File: config.mk
export PLATFORM = sky130hd
export DESIGN_NAME = cic_decim_var
export DESIGN_NICKNAME = d
export VERILOG_FILES = /design/src/rtl/cic_decim_var.sv
export SDC_FILE = /design/constraint.sdc
export NUM_CORES = 1
export LEC_CHECK = 0
export ABC_AREA = 1
export ABC_CLOCK_PERIOD_IN_PS = 10460
export BUFFER_PORTS_ARGS = -buffer_cell sky130_fd_sc_hd__buf_2
export CAP_MARGIN = 20
export CORE_UTILIZATION = 30
export CTS_BUF_LIST = sky130_fd_sc_hd__clkbuf_8
export CTS_CLUSTER_SIZE = 16
export DETAILED_ROUTE_END_ITERATION = 10
export PLACE_DENSITY = 0.55
export SYNTH_ARGS = -nofsm -noshare
export SYNTH_HDL_FRONTEND = slang
export SYNTH_SLANG_ARGS = --single-unit
File: constraint.sdc
create_clock -name i_clk -period 10.46 [get_ports i_clk]
set_input_delay 1.569 -clock i_clk [delete_from_list [all_inputs] [get_ports i_clk]]
set_output_delay 1.569 -clock i_clk [all_outputs]
set_load 0.1 [all_outputs]
File: src/rtl/cic_decim_var.sv
// cic_decim_var: single-clock CIC decimator with run-time ratio 2^d, gain normalisation and warm-up suppression
// Ports:
//   i_clk       clock, all state updates on the rising edge
//   i_rst       synchronous active-high reset
//   i_en        sample enable, one sample consumed per enabled cycle
//   i_data      signed input sample
//   i_dec_bits  requested decimation exponent, clamped to MAX_DEC_BITS, sampled on strobes
//   o_data      signed normalised output, held between valid pulses
//   o_valid     one-cycle pulse marking a new o_data
//   o_dec_bits  decimation exponent currently in effect
module cic_decim_var #(
    parameter int I_WIDTH      = 1,
    parameter int ORDER        = 3,
    parameter int MAX_DEC_BITS = 8,
    parameter int O_WIDTH      = 16,
    parameter int REG_WIDTH    = I_WIDTH + ORDER * MAX_DEC_BITS,
    parameter int D_WIDTH      = $clog2(MAX_DEC_BITS + 1)
) (
    input  logic               i_clk,
    input  logic               i_rst,
    input  logic               i_en,
    input  logic [I_WIDTH-1:0] i_data,
    input  logic [D_WIDTH-1:0] i_dec_bits,
    output logic [O_WIDTH-1:0] o_data,
    output logic               o_valid,
    output logic [D_WIDTH-1:0] o_dec_bits
);
    localparam int W_WIDTH = $clog2(ORDER + 1);

    logic [D_WIDTH-1:0]      dec_in;
    logic [D_WIDTH-1:0]      dec_q;
    logic [MAX_DEC_BITS-1:0] cnt;
    logic [MAX_DEC_BITS-1:0] mask;
    logic [W_WIDTH-1:0]      warm;
    logic [REG_WIDTH-1:0]    integ     [ORDER];
    logic [REG_WIDTH-1:0]    integ_nxt [ORDER];
    logic [REG_WIDTH-1:0]    dly       [ORDER];
    logic [REG_WIDTH-1:0]    comb      [ORDER+1];
    logic [REG_WIDTH-1:0]    norm;
    logic [31:0]             shamt;
    logic                    strobe;
    logic                    change;

    // The comb input is the last integrator's next value, so the strobe
    // sample is part of the frame; the comb chain settles in the same cycle.
    always_comb begin
        dec_in = (i_dec_bits > D_WIDTH'(MAX_DEC_BITS)) ? D_WIDTH'(MAX_DEC_BITS) : i_dec_bits;
        mask = ~({MAX_DEC_BITS{1'b1}} << dec_q);
        strobe = i_en && ((cnt & mask) == mask);
        change = strobe && (dec_in != dec_q);
        integ_nxt[0] = integ[0] + {{(REG_WIDTH-I_WIDTH){i_data[I_WIDTH-1]}}, i_data};
        for (int k = 1; k < ORDER; k++)
            integ_nxt[k] = integ[k] + integ_nxt[k-1];
        comb[0] = integ_nxt[ORDER-1];
        for (int k = 0; k < ORDER; k++)
            comb[k+1] = comb[k] - dly[k];
        // Gain is 2^(ORDER*d); shifting up to the MAX_DEC_BITS gain keeps full scale fixed.
        shamt = ORDER * (MAX_DEC_BITS - 32'(dec_q));
        norm = comb[ORDER] << shamt;
    end

    always_ff @(posedge i_clk) begin
        if (i_rst) begin
            for (int k = 0; k < ORDER; k++) begin
                integ[k] <= '0;
                dly[k]   <= '0;
            end
            cnt     <= '0;
            dec_q   <= dec_in;
            warm    <= W_WIDTH'(ORDER);
            o_data  <= '0;
            o_valid <= 1'b0;
        end else begin
            o_valid <= 1'b0;
            if (change) begin
                for (int k = 0; k < ORDER; k++) begin
                    integ[k] <= '0;
                    dly[k]   <= '0;
                end
                cnt   <= '0;
                dec_q <= dec_in;
                warm  <= W_WIDTH'(ORDER);
            end else if (i_en) begin
                cnt <= cnt + MAX_DEC_BITS'(1);
                for (int k = 0; k < ORDER; k++)
                    integ[k] <= integ_nxt[k];
                if (strobe) begin
                    for (int k = 0; k < ORDER; k++)
                        dly[k] <= comb[k];
                    o_data  <= O_WIDTH'(norm >> (REG_WIDTH - O_WIDTH));
                    o_valid <= (warm == '0);
                    if (warm != '0)
                        warm <= warm - W_WIDTH'(1);
                end
            end
        end
    end

    assign o_dec_bits = dec_q;
endmodule

==> results of run 1 <==
==> cell families (layout without fill, tap and decap cells) <==
logic type	after synthesis	after routing	synth area share [%]
buffers and inverters	395	425	9.79
AOI/OAI and AO/OA	370	370	14.0
xor gates and xnor gates	116	116	6.69
DFF	181	181	33.8
and+or+nand+nor	766	766	21.2
adders and majority gates	171	171	14.3
muxes	4	4	0.262
==> layout make-up <==
type / count / area [sq um] / share of cell area, %
clock buffer: 17 / 234 / 1.40
clock inverter: 15 / 176 / 1.06
inverter: 356 / 1340 / 8.01
multi-input combinational: 1427 / 8730 / 52.3
sequential: 181 / 5160 / 30.9
tap: 672 / 841 / 5.04
timing repair buffer: 37 / 208 / 1.24
==> worst min path at each step <==
stage / from / cells after the start / slack, ns / endpoint
6_report: o_data[0] / 2 / 0.47 / o_data[0]
5_1_grt: o_data[1] / 2 / 0.49 / o_data[1]
4_1_cts: o_data[0] / 2 / 0.47 / o_data[0]
3_5_place_dp: o_data[0] / 2 / 0.45 / o_data[0]
3_3_place_gp: o_data[8] / 2 / 0.45 / o_data[8]
2_1_floorplan: warm[0] / 2 / 0.45 / warm[0]
==> per-stage QoR <==
stage               instances  area (sq um)  hold WS [ns]  util, %
finish                   2705         16700         0.466     33.3
global route             2705         16700         0.485     33.3
CTS                      2703         16600         0.466     33.1
detailed placement       2671         16200         0.452     32.3
global placement         2671         16200         0.451     32.3
floorplan                2003         15300         0.452        -
==> sequential cells by signal, indices dropped and copies added (netlist names) <==
| register | flops |
|---|---|
| dly | 75 |
| integ | 75 |
| o_data | 16 |
| cnt | 8 |
| o_dec_bits | 4 |
| warm | 2 |
| o_valid | 1 |
==> per-layer routing <==
metal,routed length [um],GRT usage (%),up-vias
li1,-,-,6629
met1,16000,16.0,5586
met2,15300,22.4,129
met3,770,2.38,33
met4,454,2.79,0
met5,0,0,-
==> what timing repair did <==
| item | in CTS | in global routing |
|---|---|---|
| buffers inserted | 0 | 2 |
| endpoints found under the hold margin | 0 | 0 |
| resized for setup | 0 | 19 |
| setup endpoints to repair | 0 | 6 |
==> cells in the final DEF (no fill, tap or decap), types with 12 or more instances in the layout <==
cell        n
ha_1      161
dfxtp_1    27
a31oi_1    12
buf_2      28
clkbuf_8   17
nor3_1     16
nand2_2    15
a21oi_1   176
xor2_1     85
inv_1     353
nand2_1   355
nor2_1    218
or2_2      12
o21ai_1    18
edfxtp_1  154
xnor2_1    28
o21ai_0    82
nand3_1   106
o21ai_2    12
nand4_1    15
==> critical path: cells and delay by family <==
family	cells	cell delay [ns]
xor gates and xnor gates	5	1.06
buffers and inverters	8	0.83
muxes	1	0.14
AOI/OAI and AO/OA	17	2.57
adders and majority gates	7	2.19
and+or+nand+nor	16	1.60
==> results.sh, run 1 <==
export IMPL_syn_num_nets=2182
export IMPL_vias_per_cell=4.58
export IMPL_dieArea_sq_mm=0.0519
export IMPL_end_kind="flop"
export IMPL_place_congestion=0.858
export IMPL_clk_pin_slew_ns=0.09
export IMPL_dp_slack_ns=0.105
export IMPL_synth_seq_cells=181
export IMPL_syn_avg_cell_area_sq_um=7.63
export IMPL_drive_above_1_share_pct=7.67
export IMPL_avgRoutedWirePerCell_um=12.0
export IMPL_final_hold_violation_count=0
export IMPL_grt_pass1_wl_um=55700
export IMPL_async_reset_ff_share_pct=0
export IMPL_row_count=82
export IMPL_clock_sinks=181
export IMPL_startpoint="i_data"
export IMPL_synth_top_area_share_pct=30.2
export IMPL_postSynthCellCount=2003
export IMPL_coreArea_sq_mm=0.0502
export IMPL_ys_seq_area_share_pct=33.8
export IMPL_yosys_top_cells_count="nand2_1, inv_1, nor2_1, a21oi_1, ha_1"
export IMPL_arrival_ns=9.99
export IMPL_clockBufferDepth=2
export IMPL_slowest_delay_ns=0.38
export IMPL_ys_flop_type="edfxtp_1"
export IMPL_drt_iter0_drc=571
export IMPL_num_antenna_cells=0
export IMPL_synth_most_common_cell="nand2_1"
export IMPL_drv_slew=0
export IMPL_cp_data_required_time_ns=10.84
export IMPL_grt_max_degree=77
export IMPL_grt_remaining_overflow=0
export IMPL_fillers=5307
export IMPL_cp_slowest_cell="ha_1"
export IMPL_start_kind="primary input"
export IMPL_cts_buffers=17
export IMPL_crit_fanout=8
export IMPL_fin_crit_ns=9.61
export IMPL_cts_htree_levels=4
export IMPL_fin_nets=2199
export IMPL_detail_route_antenna_nets=0
export IMPL_syn_to_final_growth_pct=9.16
export IMPL_die_x_um=228
export IMPL_cts_root_buffer="clkbuf_8"
export IMPL_synth_edf_count=154
export IMPL_insertion_delay_ns=0.51
export IMPL_rr_endpoint="o_data[15]"
export IMPL_grt_antenna_before_repair=0
export IMPL_wl_um=32500
export IMPL_r2r_cells=53
export IMPL_firstDrtPassIters=5
export IMPL_first_global_vias=12208
export IMPL_tightestPinTransition_ns=1.10
export IMPL_crit_type="primary input to flop"
export IMPL_io_buffers=28
export IMPL_gr_usage_all_layers_pct=12.7
export IMPL_die_h_um=228
export IMPL_yosysTopAreaCell="edfxtp_1"
export IMPL_period_share_pct=91.8
export IMPL_cap_viol_max_count=0
export IMPL_pin_count=29
export IMPL_final_setup_worst_slack_ns=0.855
export IMPL_crit_end="o_data[15]"
export IMPL_rrSetupSlack_ns=1.79
export IMPL_yosysUniqueCellTypes=60
export IMPL_synth_warnings=0
export IMPL_r2r_start="integ[0][0]"
export IMPL_hold_path_class="flop to flop"
export IMPL_skew_ns=0.0138
export IMPL_fmax_ghz=0.104
export IMPL_slew_headroom_pct=26.8
export IMPL_status="finished, final reports clean"
export IMPL_path_common_cell="nand2_1"
export IMPL_setup_tns_ns=0
export IMPL_vias=12377
export IMPL_post_dp_hpwl_um=24600
export IMPL_cts_tree="built"
export IMPL_netlist_area_sq_mm=0.0153
export IMPL_drc=0
export IMPL_initial_utilization_pct=30.5
export IMPL_synthTopCellsByArea="edfxtp_1, ha_1, nand2_1, inv_1, a21oi_1"
export IMPL_setup_viol=0
export IMPL_hold_buffers=0
Power of run 1 is left out: the tool's default activity adds up to more than one toggle a clock period on the data nets, which glitch-free logic cannot reach.
==> inputs of run 2 (changes only) <==
Settings changed: BUFFER_PORTS_ARGS -buffer_cell sky130_fd_sc_hd__buf_2 to -buffer_cell sky130_fd_sc_hd__buf_4, MAX_ROUTING_LAYER set to met4.
==> run 2 against run 1 <==
Effect of this change:
- die area is the same
- critical path depth shrank 3
- sequential share of layout area shrank 0.079 points
- core utilization grew 0.085 points
- setup slack lost 0.089 ns
- register-to-register slack lost 0.19 ns
- count of clock-buffer cells in the layout is the same
- first-iteration DRC count shrank 0.70%
- maximum frequency shrank 0.92%
- worst hold slack gained 0.0059 ns
- global-route usage grew 0.58 points
- critical path type unchanged
- largest cell class unchanged
- highest routed layer unchanged
==> results.sh, run 2 (synthesis gave the netlist of run 1 again) <==
export IMPL_startpoint="i_data"
export IMPL_hold_start="o_data[5]"
export IMPL_drt_iter0_drc=567
export IMPL_vias_per_cell=4.58
export IMPL_grt_pass1_wl_um=56200
export IMPL_first_global_vias=12166
export IMPL_coreArea_sq_mm=0.0502
export IMPL_path_common_cell="nand2_1"
export IMPL_die_h_um=228
export IMPL_period_share_pct=92.7
export IMPL_final_cell_mix="nand2_1, inv_1, nor2_1"
export IMPL_grt_antenna_before_repair=0
export IMPL_syn_to_final_growth_pct=9.44
export IMPL_post_dp_hpwl_um=24900
export IMPL_cts_buffers=17
export IMPL_slew_headroom_pct=27.9
export IMPL_fin_crit_ns=9.69
export IMPL_layout_commonest_cell="nand2_1"
export IMPL_cts_tree="built"
export IMPL_hold_path_class="flop to flop"
export IMPL_io_buffers=28
export IMPL_drc=0
export IMPL_clk_pin_slew_ns=0.11
export IMPL_setup_viol=0
export IMPL_final_hold_violation_count=0
export IMPL_wl_um=33000
export IMPL_fmax_ghz=0.103
export IMPL_cts_root_buffer="clkbuf_8"
export IMPL_start_kind="primary input"
export IMPL_dieArea_sq_mm=0.0519
export IMPL_slowest_delay_ns=0.36
export IMPL_skew_ns=0.0176
export IMPL_cap_viol_max_count=0
export IMPL_drive_above_1_share_pct=7.72
export IMPL_top_regs="dly x75, integ x75, o_data x16"
export IMPL_place_congestion=0.857
export IMPL_grt_remaining_overflow=0
export IMPL_drv_slew=0
export IMPL_clock_sinks=181
export IMPL_avgRoutedWirePerCell_um=12.2
export IMPL_r2r_start="integ[0][0]"
export IMPL_end_kind="flop"
export IMPL_cp_slowest_cell="fa_1"
export IMPL_grt_max_degree=77
export IMPL_fin_nets=2199
export IMPL_cts_htree_levels=4
export IMPL_crit_fanout=6
export IMPL_gr_usage_all_layers_pct=13.3
export IMPL_detail_route_antenna_nets=0
export IMPL_cp_data_required_time_ns=10.90
export IMPL_status="finished, final reports clean"
export IMPL_initial_utilization_pct=30.5
export IMPL_rsz0062_at_grt="no"
export IMPL_die_x_um=228
export IMPL_pin_count=29
export IMPL_firstDrtPassIters=5
export IMPL_crit_type="primary input to flop"
export IMPL_tightestPinTransition_ns=1.08
export IMPL_num_antenna_cells=0
export IMPL_insertion_delay_ns=0.51
export IMPL_arrival_ns=10.14
export IMPL_setup_tns_ns=0
export IMPL_clockBufferDepth=2
export IMPL_vias=12380
export IMPL_row_count=82
[run 2: cell count changes in the layout (fill, tap and decap cells not counted), moves of 2 or more]
| cell | before | now |
|---|---|---|
| inv_1 | 353 | 351 |
| o21ai_0 | 82 | 85 |
| buf_2 | 28 | 0 |
| inv_6 | 2 | 5 |
| ha_1 | 161 | 163 |
| ha_4 | 2 | 0 |
| bufinv_16 | 3 | 1 |
| buf_4 | 9 | 37 |
| o21ai_1 | 18 | 14 |
| clkinv_4 | 2 | 0 |
| clkinv_8 | 0 | 3 |
[run 2: cell type report]
class	count	area, sq um
fill	5274	33400
tap	672	841
clock buffer	17	234
inverter	356	1340
clock inverter	15	169
timing repair buffer	37	278
multi-input combinational	1427	8710
sequential	181	5160
[run 2: through the flow]
| stage | area (sq um) | worst slack [ns] | utilization [%] | hold WS (ns) | std cells |
|---|---|---|---|---|---|
| detailed placement | 16300 | 0.00465 | 32.4 | 0.459 | 2672 |
| global route | 16700 | 0.0190 | 33.4 | 0.491 | 2705 |
| finish | 16700 | 0.766 | 33.4 | 0.472 | 2705 |
| floorplan | 15300 | 1.38 | - | 0.452 | 2003 |
| CTS | 16700 | 0.541 | 33.2 | 0.475 | 2704 |
| global placement | 16300 | 0.0767 | 32.4 | 0.454 | 2672 |
[run 2: worst max-delay path, delay by kind of cell]
family	cells	cell delay, ns
AO/OA/AOI/OAI	20	3.35
XOR/XNOR	5	1.06
adder cells (fa/ha/maj)	7	2.20
buffers and inverters	6	0.48
AND/OR/NAND/NOR	13	1.46
[run 2: routing by layer]
layer  GRT usage, %  up-vias  part of all wire [%]
met5              -        -                     0
met4           4.01        0                   1.4
met3           2.11       36                   2.2
met2           22.4      123                    47
met1           16.3     5585                    49
li1               -     6636                     -
[run 2: what timing repair did]
item | 4_1_cts | 5_1_grt
hold buffers | 0 | 0
resized for setup | 0 | 15
setup endpoints to repair | 0 | 6
setup buffers | 0 | 1
[run 2: path summary, 6_finish.rpt]
check / slack, ns / end / depth (start not counted)
setup reg to reg: 1.60 / o_data[12] / 50
setup / recovery: 0.77 / o_data[12] / 51
hold / removal: 0.47 / o_data[5] / 2
hold reg to reg: 0.47 / o_data[5] / 2
Power of run 2 is left out for the same reason.
